$ cat src/rtl/mdu_ctrl.sv
// Multiply/divide sequencing controller: latches an MDU op, drives the multiplier or
// divider, stalls EX until the 64-bit result lands, then writes HI/LO. Optional macro: MDU_DIVZERO_BYPASS_EN.
module mdu_ctrl #(
  parameter int unsigned MUL_LAT = 2,
  parameter int unsigned CNT_W   = 4
) (
  input  logic        clk,
  input  logic        rst,
  input  logic        op_valid,
  input  logic [3:0]  op_code,
  input  logic [31:0] src_a,
  input  logic [31:0] src_b,
  input  logic        flush,
  input  logic        ex_hold,
  output logic        mul_signed,
  output logic [31:0] mul_ina,
  output logic [31:0] mul_inb,
  input  logic [63:0] mul_result,
  output logic        div_start,
  output logic        div_signed,
  output logic [31:0] div_op1,
  output logic [31:0] div_op2,
  output logic        div_annul,
  input  logic [63:0] div_result,
  input  logic        div_ready,
  output logic        stallreq,
  output logic        hi_we,
  output logic        lo_we,
  output logic [31:0] hi_wdata,
  output logic [31:0] lo_wdata
);

  typedef enum logic [1:0] {IDLE, MUL, DIV, DONE} state_t;

  state_t           state, state_nx;
  logic [CNT_W-1:0] cnt;
  logic [31:0]      op_a, op_b;
  logic             sgn;
  logic [63:0]      res;

  logic one_hot, is_mul, bypass, accept, cap_mul, cap_div;

  always_comb begin
    one_hot = 1'b0;
    case (op_code)
      4'b1000, 4'b0100, 4'b0010, 4'b0001: one_hot = 1'b1;
      default:                            one_hot = 1'b0;
    endcase
  end

  assign is_mul = op_code[3] | op_code[2];

`ifdef MDU_DIVZERO_BYPASS_EN
  assign bypass = !is_mul && (src_b == '0);
`else
  assign bypass = 1'b0;
`endif

  always_comb begin
    state_nx  = state;
    accept    = 1'b0;
    cap_mul   = 1'b0;
    cap_div   = 1'b0;
    stallreq  = 1'b0;
    div_start = 1'b0;
    div_annul = 1'b0;
    hi_we     = 1'b0;
    lo_we     = 1'b0;
    case (state)
      IDLE: begin
        if (op_valid && !flush && one_hot) begin
          accept   = 1'b1;
          stallreq = 1'b1;
          state_nx = is_mul ? MUL : (bypass ? DONE : DIV);
        end
      end
      MUL: begin
        if (flush) begin
          state_nx = IDLE;
        end else begin
          stallreq = 1'b1;
          if (cnt == CNT_W'(MUL_LAT)) begin
            cap_mul  = 1'b1;
            state_nx = DONE;
          end
        end
      end
      DIV: begin
        if (flush) begin
          div_annul = 1'b1;
          state_nx  = IDLE;
        end else begin
          stallreq = 1'b1;
          if (div_ready) begin
            cap_div  = 1'b1;
            state_nx = DONE;
          end else begin
            div_start = 1'b1;
          end
        end
      end
      DONE: begin
        // op_valid is deliberately ignored here so a held instruction is not restarted
        if (flush) begin
          state_nx = IDLE;
        end else begin
          hi_we = 1'b1;
          lo_we = 1'b1;
          if (!ex_hold) state_nx = IDLE;
        end
      end
      default: state_nx = IDLE;
    endcase
  end

  always_ff @(posedge clk) begin
    if (rst) begin
      state <= IDLE;
      cnt   <= '0;
      op_a  <= '0;
      op_b  <= '0;
      sgn   <= 1'b0;
      res   <= '0;
    end else begin
      state <= state_nx;
      if (accept) begin
        op_a <= src_a;
        op_b <= src_b;
        sgn  <= op_code[3] | op_code[1];
        cnt  <= CNT_W'(1);
        if (bypass) res <= {src_a, 32'hFFFF_FFFF};
      end else if (state == MUL) begin
        cnt <= (cap_mul || flush) ? '0 : cnt + 1'b1;
      end
      if (cap_mul) res <= mul_result;
      if (cap_div) res <= div_result;
    end
  end

  assign mul_signed = sgn;
  assign mul_ina    = op_a;
  assign mul_inb    = op_b;
  assign div_signed = sgn;
  assign div_op1    = op_a;
  assign div_op2    = op_b;
  assign hi_wdata   = res[63:32];
  assign lo_wdata   = res[31:0];

endmodule

$ cat config.mk
export PLATFORM = sky130hd
export DESIGN_NAME = mdu_ctrl
export DESIGN_NICKNAME = d
export VERILOG_FILES = /design/src/rtl/mdu_ctrl.sv
export SDC_FILE = /design/constraint.sdc
export NUM_CORES = 1
export LEC_CHECK = 0
export CORE_AREA = 2 2 156 158
export CTS_CLUSTER_SIZE = 14
export DETAILED_ROUTE_END_ITERATION = 10
export DIE_AREA = 0 0 158 160
export PLACE_DENSITY_LB_ADDON = 0.1
export SETUP_SLACK_MARGIN = 0.1
export SLEW_MARGIN = 0
export SYNTH_ARGS = -nofsm -noshare
export SYNTH_HDL_FRONTEND = slang
export SYNTH_SLANG_ARGS = --single-unit
$ cat constraint.sdc
create_clock -name clk -period 2.65 [get_ports clk]
set_input_delay 0.3975 -clock clk [delete_from_list [all_inputs] [get_ports clk]]
set_output_delay 0.3975 -clock clk [all_outputs]
set_load 0.05 [all_outputs]
# [After elaboration in Yosys (flattened, before gate mapping)]
# Index checks and enable logic that the tools add are counted.
[classes] addsub=1 reduce_logical=11 n_mux=31 bitwise_logic=2 n_eq_ne=12
[op_table] op="$mux 64" count=2
[op_table] op="$mux 1" count=18
[op_table] op="$mux 2" count=8
[op_table] op="$ne 3x3->1 const B" count=3
[op_table] op="$eq 4x2->1 const B" count=2
[op_table] op="$pmux 2 s4" count=1
[op_table] op="$add 4x1->4 const B" count=1
[op_table] op="$eq 2x2->1 const B" count=2
[op_table] op="$eq 4x1->1 const B" count=1
[op_table] op="$eq 4x3->1 const B" count=1
[op_table] op="$eq 4x4->1 const B" count=1
[op_table] op="$mux 4" count=1
[op_table] op="$reduce_and 4->1" count=1
[op_table] op="$reduce_bool 2->1" count=2
[op_table] op="$reduce_or 2->1" count=2
[op_table] op="$reduce_or 4->1" count=1
[op_table] op="$eq 2x1->1 const B" count=1
[op_table] op="$logic_and 1x1->1" count=2
[op_table] op="$logic_not 2->1" count=1
[op_table] op="$ne 2x2->1 const B" count=1
[op_table] op="$or 1x1->1" count=2
[op_table] op="$pmux 1 s2" count=1
[op_table] op="$logic_not 1->1" count=1
[op_table] op="$logic_or 1x1->1" count=1
[totals] inputBits=202 ff_bits=135 out_inout_bits=199 wordCells=64

# [Logic depth before layout (Yosys ltp)]
[logic_depth] ltp_word=8 ltp_mapped=9 mapped_depth_nobuf=7

# [Least setup slack after synthesis]
# No wires, ideal clock.
[synth_timing] path_type="input -> output" from="in op_code[3]" to="out stallreq" stages=5 arrival_ns=1.958 path_buffers=1 t_required_ns=2.253 setup_slack_ns=0.295 path_cell_list="nand2b_1 > a211oi_2 > o211ai_1 > clkbuf_1 > a21oi_1"
[synth_via] elab_chain_len=6 elab_cells_between_ends=9 cone_classes="eq/ne (4); mux (3); reduce/logical (2)"
[synth_rtl] item="start: declaration" line_no="10" source="input logic [3:0] op_code,"
[synth_rtl] item="$eq 4x4->1, or another cell as far along" line_no="45" source="case (op_code)"
[synth_rtl] item="$reduce_or 4->1 (*)" line_no="45"
[synth_rtl] item="$mux 1 (*)" line_no="45"
[synth_rtl] item="$logic_and 1x1->1 (*)" line_no="71" source="if (op_valid && !flush && one_hot) begin"
[synth_rtl] item="$mux 1 (*)" line_no="71"
[synth_rtl] item="$pmux 1 s2 (*)" line_no="69" source="case (state)"
[synth_rtl] item="end: declaration" line_no="26" source="output logic stallreq,"
# Mark *: on every way between the ends. The rest lies on a longest branch, timed or not.

# [Worst setup path in the final report]
[layout_timing] from="in op_code[1]" to="out stallreq"
# Same word-level chain as after synthesis.

==> metrics.yaml <==
critical_path:
  path_cells: "clkdlybuf4s50_1 -> xnor2_1 -> nor3_1 -> o211ai_1 -> a21oi_1 -> buf_12"
  cp.arrival_ps: 1950
  cpMaxStageDelayCell: "clkdlybuf4s50_1"
  worst_path_largest_cell_delay_ps: 470
  start_kind: "input port"
  crit_type: "in -> out"
  cp-end-kind: "output pin"
  required_ps: 2250
  cp_max_fo: 3
placement:
  port_buffers: 400
  hpwlAfterDp_um: 15800
  gp_congestion: 0.749
  dpl.cell_count: 1326
synth:
  ys_types: 30
  netlist_area_um2: 6010
  synth-edff-count: 0
  synthArstFlopShare: 0
  synth_top_area_share: 0.450
  syn-num-nets: 908
  synth_seq_cells: 135
  synth_area_leaders: "dfxtp_1, mux2i_1, buf_4"
  yosys.area.top_type: "dfxtp_1"
  synth_ff_type: "dfxtp_1"
  synth.avg_cell_area_um2: 8.59
  ys_seq_area_frac: 0.450
  ys_warn_count: 0
  syn_inst: 699
job:
  maxCapViolations: 0
layout:
  num_antenna_cells: 0
  area_growth_pct: 76.5
  final_cell_mix: "clkdlybuf4s50_1, dfxtp_1, nand2_1, nor2_1, a21oi_1"
  fin_util: 0.445
  final_common_cell: "clkdlybuf4s50_1"
  fin_cells: 1358
  nNetsFinal: 1230
  drive_gt1_frac: 0.0580
clocking:
  clockBufferDepth: 2
  cts_buffers: 17
  ctsResizeCount: 0
  path_clk_slew_ps: 70
  htree_levels: 4
  clock_latency_ps: 420
  postCtsSetupBuffers: 0
  cts_hold_buf: 0
  cts_tree: "yes"
  cts_root_buffer: "clkbuf_16"
  clock-sinks: 135
timing:
  period_needed_ps: 2350
  hold_viol: 0
  rsz0062_at_grt: "false"
  setup-tns-final_ps: 0
  clock_skew_ps: 5.24
  slew_violations: 0
  finalCritPeriodShare: 0.887
  max_freq_ghz: 0.425
  tightest_slew_ps: 583
  setup_viol_count_final: 0
  hold_ws_ps: 445
  slew_headroom: 0.610
route:
  wl_um: 20600
  drtIter0Drc: 216
  ant_nets: 0
  viasPerCell: 4.24
  wl_per_cell_um: 15.2
  drcViolationCount: 0
  via_count: 5758
  drt_first_pass_iters: 4
floorplan:
  initial_core_util: 0.252
  rows: 57
  dieHeight_um: 160
  fp.dieW_um: 158
  core_area_um2: 23800
  die-area_um2: 25300
  ios: 401
global_route:
  grt_use_total: 0.159
  antenna_found_initial: 1
  grt_pass1_wl_um: 30900
  grt_pass1_vias: 5535
  grt_max_degree: 55
  grt.overflow.total: 0
power:
  p_per_area_nw_per_um2: 562
  p_leak_nw: 4.01
  pwr-share-comb: 0.217
  seq_power_share: 0.363
  power.switching_w: 0.00175
  p_int_w: 0.00421
  power_w: 0.00596
  sw_frac_of_total: 0.293
  clkPwrFrac: 0.420
  ir_drop_uv: 309
run_status:
  status: "finished, final reports clean"
min_path:
  hold_class: "in -> reg"
## flip-flops by register name, indices dropped and copies added (netlist names)
| name | flops |
|---|---|
| div_op1 | 32 |
| state | 2 |
| div_op2 | 32 |
| res | 64 |
| cnt | 4 |
| div_signed | 1 |
## critical path, delay by kind of cell
| family | cells | cell delay (ps) |
|---|---|---|
| AOI/OAI and AO/OA | 2 | 420 |
| xor gates and xnor gates | 1 | 150 |
| buffers and inverters | 2 | 650 |
| and+or+nand+nor | 1 | 320 |
## layer usage
layer  GRT usage  wire, um
met2       0.264      9580
met5           0        11
met3      0.0719      2290
met1       0.186      8550
met4      0.0397       168
## power groups by stage
| stage | clock, W | sequential, W | combinational (W) |
|---|---|---|---|
| after floorplan | 0 | 0.00243 | 0.000496 |
| after global placement | 0 | 0.00221 | 0.00131 |
| after detailed placement | 0 | 0.00221 | 0.00131 |
| after CTS | 0.00257 | 0.00217 | 0.00131 |
| after global routing | 0.00267 | 0.00218 | 0.00138 |
| final | 0.00250 | 0.00216 | 0.00130 |
## through the flow
step                      area [um^2]  setup WS, ps
after floorplan                  6010           295
after global placement           9990           240
after detailed placement         9990           215
after CTS                       10600           286
after global routing            10600           179
final                           10600           299
## cells in the mapped netlist, types with 3 or more instances
cell type    n
a211oi_1    64
a21oi_1     71
buf_1        3
buf_2        9
buf_4       75
clkbuf_1    30
dfxtp_1    135
ha_1         7
inv_1        5
mux2i_1     65
nand2_1    130
nand2b_1     4
nor2_1      72
nor2b_1      4
nor3_1       6
nor3b_1      3
## final cells by class
type	instances	area [um^2]
clock buffers	18	429
clock inverters	14	186
fillers	2430	13200
inverters	5	18.8
multi-input cells	442	2560
flip-flops and latches	135	2700
well taps	324	405
repair buffers	420	4300
## logic make-up after synthesis
family,count (synthesis),synth area share
buf+inv,122,0.125
compound gates,144,0.150
simple gates,224,0.149
xor+xnor,1,0.00146
fa+ha+maj,7,0.0146
flops,135,0.450
mux,66,0.110
## final timing paths
check,start,to,slack (ps),depth (start not counted)
max,op_code[1],stallreq,300,6
min reg2reg,div_op1[23],div_op1[23],470,2
min,rst,div_op2[17],450,2
max reg2reg,state[1],state[1],750,7
(Power assumes the default switching activity.)
